`config.mk`:
```
export PLATFORM = sky130hd
export DESIGN_NAME = fir_tm_mac
export DESIGN_NICKNAME = d
export VERILOG_FILES = /design/src/rtl/fir_tm_mac.sv
export SDC_FILE = /design/constraint.sdc
export NUM_CORES = 2
export LEC_CHECK = 0
export CAP_MARGIN = 30
export CORE_AREA = 2 2 411 413
export DETAILED_ROUTE_END_ITERATION = 8
export DIE_AREA = 0 0 413 415
export PLACE_DENSITY_LB_ADDON = 0.2
export SLEW_MARGIN = 40
export SYNTH_ARGS = -nofsm -noshare
export SYNTH_HDL_FRONTEND = slang
export SYNTH_SLANG_ARGS = --single-unit
```
`constraint.sdc`:
```
create_clock -name clk -period 22.6 [get_ports clk]
set_input_delay 2.26 -clock clk [delete_from_list [all_inputs] [get_ports clk]]
set_output_delay 2.26 -clock clk [all_outputs]
set_load 0.005 [all_outputs]
```
`src/rtl/fir_tm_mac.sv`:
```
// Time-multiplexed N-tap FIR: one multiplier, N MAC cycles per sample, result N+1 cycles after accept.
// in_ready drops while a sample is in flight; out_data is held until out_ready takes it.
module fir_tm_mac #(
  parameter int N   = 64,
  parameter int WIC = 1,
  parameter int WFC = 15,
  parameter int WID = 1,
  parameter int WFD = 15
) (
  input  logic                     clk,
  input  logic                     rst_n,
  input  logic [N*(WIC+WFC)-1:0]   coeffs_full,
  input  logic                     in_valid,
  output logic                     in_ready,
  input  logic [WID+WFD-1:0]       in_data,
  output logic                     out_valid,
  input  logic                     out_ready,
  output logic [WID+WFD-1:0]       out_data
);

  localparam int WC = WIC + WFC;
  localparam int WD = WID + WFD;
  localparam int P  = WC + WD;
  localparam int AW = $clog2(N);
  localparam int WA = P + AW;
  localparam int WS = WA - WFC;

  localparam logic signed [WA-1:0] HALF = {{(WA-1){1'b0}}, 1'b1} << (WFC - 1);
  localparam logic signed [WS-1:0] MAXV = {{(WS-WD+1){1'b0}}, {(WD-1){1'b1}}};
  localparam logic signed [WS-1:0] MINV = {{(WS-WD+1){1'b1}}, {(WD-1){1'b0}}};

  typedef enum logic [1:0] {IDLE, MAC, OUT} state_t;

  state_t                 state;
  logic [AW-1:0]          wr_ptr;
  logic [AW-1:0]          base;
  logic [AW-1:0]          k;
  logic signed [WA-1:0]   acc;
  logic signed [WD-1:0]   dline [N];

  logic [AW-1:0]          rd_addr;
  logic signed [WC-1:0]   coef;
  logic signed [WD-1:0]   samp;
  logic signed [P-1:0]    prod;
  logic signed [WA-1:0]   sum;
  logic signed [WA-1:0]   rnd;
  logic signed [WS-1:0]   shifted;
  logic [WD-1:0]          sat;

  // Newest sample pairs with c[0]; the log2(N)-bit subtraction wraps the circular buffer.
  always_comb begin
    rd_addr = base - k;
    coef    = coeffs_full[k*WC +: WC];
    samp    = dline[rd_addr];
    prod    = coef * samp;
    sum     = acc + WA'(prod);
    rnd     = sum + HALF;
    shifted = WS'(rnd >>> WFC);
    sat     = shifted[WD-1:0];
    if (shifted > MAXV)
      sat = MAXV[WD-1:0];
    else if (shifted < MINV)
      sat = MINV[WD-1:0];
  end

  always_ff @(posedge clk or negedge rst_n) begin
    if (!rst_n) begin
      state     <= IDLE;
      wr_ptr    <= '0;
      base      <= '0;
      k         <= '0;
      acc       <= '0;
      in_ready  <= 1'b1;
      out_valid <= 1'b0;
      out_data  <= '0;
      for (int i = 0; i < N; i++)
        dline[i] <= '0;
    end else begin
      case (state)
        IDLE: begin
          if (in_valid) begin
            dline[wr_ptr] <= in_data;
            base          <= wr_ptr;
            wr_ptr        <= wr_ptr + 1'b1;
            acc           <= '0;
            k             <= '0;
            in_ready      <= 1'b0;
            state         <= MAC;
          end
        end
        MAC: begin
          acc <= sum;
          k   <= k + 1'b1;
          // Last tap: convert the completed sum directly so OUT starts with a final result.
          if (k == AW'(N - 1)) begin
            out_data  <= sat;
            out_valid <= 1'b1;
            state     <= OUT;
          end
        end
        OUT: begin
          if (out_ready) begin
            out_valid <= 1'b0;
            in_ready  <= 1'b1;
            state     <= IDLE;
          end
        end
        default: state <= IDLE;
      endcase
    end
  end

endmodule

```
* After elaboration in Yosys (flattened, before gate mapping) *
Cells that the tools add are included.

storage, ports and cells
  RAM bits = 0
  bits of input ports = 1,044
  latch bits = 0
  word-level logic and storage cells = 125
  flip-flop bits (word level) = 1,100
  ROM bits = 0
  output and inout bits = 18
  memories kept = 0

operators by class
  muxes and demuxes = 22
  $lt $le $gt $ge = 5
  reductions and logical operators = 11
  shift operators = 1
  div/mod/pow operators = 0
  eq/ne operators = 6
  $add $sub $neg = 5
  bitwise operators = 2
  multiply operators = 1

operators by type and width
  operator                count
  $bwmux 1024             1
  $shiftx 1024x11->16     1
  $bmux 16 s6             1
  $demux 16 s6            1
  $mux 16                 5
  $pmux 38 s2             1
  $add 38x16->38 const B  1
  $add 38x32->38          1
  $mux 38                 1
  $mul 16x16->32          1
  $gt 23x16->1 const B    1
  $lt 23x16->1 const B    1
  $ge 7x7->1 const B      2
  $not 6->7               2
  $add 6x1->6 const B     2
  $pmux 6 s2              1
  $reduce_and 3->1        3
  $lt 7x1->1 const B      1
  $eq 6x6->1 const B      1
  $mux 2                  3
  $mux 6                  1
  $ne 2x2->1 const B      3
  $pmux 2 s3              1
  $reduce_and 2->1        3
  8 further kinds         14

* Depth between registers and ports, before layout *
  depth in word-level cells = 11
  gate-level depth with buffers = 43

* Worst setup path before layout *
No wires, ideal clock.

  path kind = register -> register
  from = reg k[4]
  to = reg out_data[13]
  required time = 22,479 ps
  arrival = 10,390 ps
  cell stages (with the launch flop) = 40
  path slack = 12,089 ps
  clock period less this slack = 10,511 ps
  path buffers = 8
  cell sequence = dfrtp_1 clkbuf_1 clkbuf_1 clkinv_1 clkbuf_1 ha_1 xnor2_2 buf_2 clkbuf_1 clkbuf_1 mux4_2 mux2i_1 a21oi_1 clkbuf_1 nand2_1 fa_1 inv_1 fa_1 [4 not listed] fa_1 inv_1 fa_1 inv_1 ha_1 a21oi_1 nand2_1 a221o_1 a221o_1 o21ai_0 a211oi_2 or3b_1 nor4_4 mux2i_1 o21a_1 o22ai_4 buf_6 a21oi_2

between the ends
  cells in the longest elaborated chain, start to end = 11
  elaborated cells on any way between the ends = 15
  classes of those cells = add/sub (3); mul (1); order compare (2); eq/ne (1); shift (1); mux (5); bitwise (1); reduce/logical (1)

ends and longest elaborated chain
  item                                         line  RTL
  from (decl)                                  37    logic [AW-1:0] k;
  from (signal assigned)                       93    k <= k + 1'b1;
  $sub 6x6->6                                  52    rd_addr = base - k;
  $not 6->7 (implied by the code)              54    samp = dline[rd_addr];
  $bmux 16 s6                                  54
  $mux 16 (implied by the code) (2 in series)  54
  $mul 16x16->32                               55    prod = coef * samp;
  $add 38x32->38                               56    sum = acc + WA'(prod);
  $add 38x16->38                               57    rnd = sum + HALF;
  $lt 23x16->1                                 62    else if (shifted < MINV)
  $mux 16                                      62
  $mux 16                                      60    if (shifted > MAXV)
  to (signal assigned)                         96    out_data <= sat;
  to (decl)                                    18    output logic [WID+WFD-1:0] out_data

Parallel ways exist; a longest one is shown, timed or not. The select of a mux whose other input is x is not followed.
A chain may end at the register's enable or synchronous reset.

* Worst setup path in the final report *
  from = reg k[0]
  to = reg out_data[11]

The elaborated chain is that of the path after synthesis.

==> run metrics <==
run status completed; Residual DRC 0; final design instance area without fill 88300 um^2; clock net sink count 1100; worst-case clock skew 0.0466 ns; vias in the first global route 52400; CTS Hold Bufs 0; Largest stage delay, worst path 0.80 ns; final worst path period need 13.08 ns; I/O Pins 1062; most prevalent standard cell on the critical path fa_1; portion of the post-synthesis area used by sequential elements 0.387; total via count after detailed routing 50800; starting utilization of the core area 0.426; unrepaired setup endpoints after global routing no; Max-slew headroom 0.415; fraction of registers with async set/reset 1.00; post-synth cell types 88; standard cell with the maximum stage delay on the critical path ha_4; Top Layer Used met5; Max Transition Viols Final 0; Nets 7768; mean instance size in the synthesized netlist 13.1 um^2; final core utilization 0.530; RD Place Congestion 1.02; wire length on met3 20800 um; htree depth 3; global router's overall resource usage 0.322; worst hold slack after final layout 0.489 ns; maximum clock frequency 76.4 MHz; share of the synthesized area in the top cell type 0.387; summed instance area of the synthesized netlist 71000 um^2; setup TNS 0 ns; most area-hungry cell type in the Yosys netlist dfrtp_1; number of maximum-capacitance constraint violations 0; Detailed Route WL 278000 um; drt first-iter violations 3905; Clk pin slew, worst setup/hold paths 0.06 ns; number of nets produced by synthesis 6892; number of buffers on the longest clock path 3; signed area change from the synthesized netlist to the final layout 24.3%; number of antenna violations at the first check in global routing 57; slew at the pin closest to its max-slew limit 0.877 ns; Final period util 0.579; Die X-Extent 413 um; area taken by multi-input logic gates 40600 um^2; full die area 171000 um^2; yosys synthesis warning count 0; die height 415 um; detailed placer's ending HPWL 209000 um; number of synthesized register bits 1100; number of buffers created by CTS 117; core box area 167000 um^2; type of the worst setup path reg -> reg; Final Hold Fails 0; leftover overflow at the end of global routing 0; number of setup buffers added after CTS 0; number of flops mapped to enable cells by yosys 0; buffer type at the clock tree root clkbuf_16; Area after DPL 84000 um^2; post-synthesis instance total 5406; Top FF cell, synth dfrtp_1; depth of the worst register-to-register path 32; number of placement rows 150; top cells by instance count after synthesis dfrtp_1 (1099), mux2_2 (1033), mux4_2 (452), inv_1 (370), fa_1 (324); largest net degree at the start of global routing 155; fill count 14200; required time at the endpoint of the critical path 23.24 ns; delay-heaviest family, CP adder cells; first-pass GRT wire length 394000 um; fraction of final layout cells with drive strength greater than 1 0.308; CTS tree done; insertion delay of the later-clocked pin in the worst-skew pair 0.76 ns; count of buffers from port buffering 1061; Worst Hold Depth 2; via-per-instance ratio 5.90; number of cells upsized or downsized after cts 0; count of cell instances traversed by the critical path 32; detailed-routed wire length on met2 129000 um; number of search-and-repair iterations in the first detailed-routing pass 8; type of element capturing the critical path register; average wire per cell in the routed design 32.3 um; Bufs and invs on worst path 7; number of endpoints failing setup at the final stage 0; Arrival @ worst endpoint 13.72 ns; detailed-routing wirelength on met1 116000 um; critical-path maximum fanout 87; Tightest Hold Check Type reg -> reg; remaining number of nets flagged by the antenna check after routing 0; ranking of synthesized cells by area dfrtp_1 (39%), mux2_2 (16%), mux4_2 (14%); cell with the most instances after synthesis dfrtp_1; startpoint type of the worst setup path register; Storage cell area 27500 um^2
## cells in the final DEF, fill, tap and decap left out, types with 32 or more instances in the layout
cell and instances:
o21ai_0 112, buf_4 109, mux2_2 1033, a21oi_1 64
dfrtp_1 1093, ha_1 117, clkdlybuf4s50_1 1044, clkbuf_16 118
nand2_1 226, clkbuf_8 34, mux2i_1 257, diode_2 33
mux4_2 452, nand2_2 32, a22oi_1 60, nor2_1 84
nand3_1 116, a221oi_1 119, nand2b_1 42, nor2b_1 83
fa_1 322, inv_1 369, and2_1 44
## worst paths after layout
kind	slack, ns	end	start
max	9.52	out_data[11]$_DFFE_PN0P_	k[0]$_DFFE_PN0P_
min	0.49	base[3]$_DFFE_PN0P_	base[3]$_DFFE_PN0P_
max reg2reg	9.52	out_data[11]$_DFFE_PN0P_	k[0]$_DFFE_PN0P_
min reg2reg	0.49	base[3]$_DFFE_PN0P_	base[3]$_DFFE_PN0P_
max in group asynchronous	17.17	dline[81]$_DFFE_PN0P_	rst_n
min in group asynchronous	1.38	dline[696]$_DFFE_PN0P_	rst_n
## metrics by stage
step,setup slack (ns),cells
2_1_floorplan,12.09,5406
3_3_place_gp,9.40,8357
3_5_place_dp,9.46,8360
4_1_cts,9.44,8580
5_1_grt,8.92,8598
6_report,9.52,8620
## flip-flops by register name, summed over array words and instances, names as in the netlist
name and cells:
base 6, dline 1024, wr_ptr 6, out_data 16, out_valid 1, k 6
state 2, acc 38, in_ready 1
## worst reg2reg max path, delay by kind of cell, from the launching register on
family                   cells  cell delay, ns
AO/OA/AOI/OAI                8            2.76
XOR/XNOR                     1            0.21
adder cells (fa/ha/maj)      8            4.08
buffers and inverters        7            1.90
flip-flops                   1            0.75
multiplexers                 2            1.25
AND/OR/NAND/NOR              6            2.05
## metal layers
metal,vias up,track usage
met5,-,0
met4,22,0.125
met3,379,0.0716
met2,1896,0.505
met1,27000,0.436
li1,21500,-
## layout make-up
class / count / area share
Inverter: 372 / 0.0158
Clock inverter: 44 / 0.00642
Sequential cell: 1100 / 0.312
Tap cell: 2204 / 0.0312
Timing Repair Buffer: 1203 / 0.134
Multi-Input combinational cell: 3488 / 0.460
Antenna cell: 33 / 0.000935
Clock buffer: 176 / 0.0396
## kinds of logic (layout without fill, tap and decap cells)
logic type	Yosys count	count (layout)	share of synthesized area
simple gates	729	729	0.0509
mux	1752	1752	0.345
fa+ha+maj	442	442	0.112
flops	1100	1100	0.387
compound gates	513	513	0.0523
buf+inv	818	1795	0.0454
xor+xnor	52	52	0.00719
other cells	0	33	0
Power is left out: the tool's default activity adds up to more than one toggle a clock period on the data nets, which glitch-free logic cannot reach.
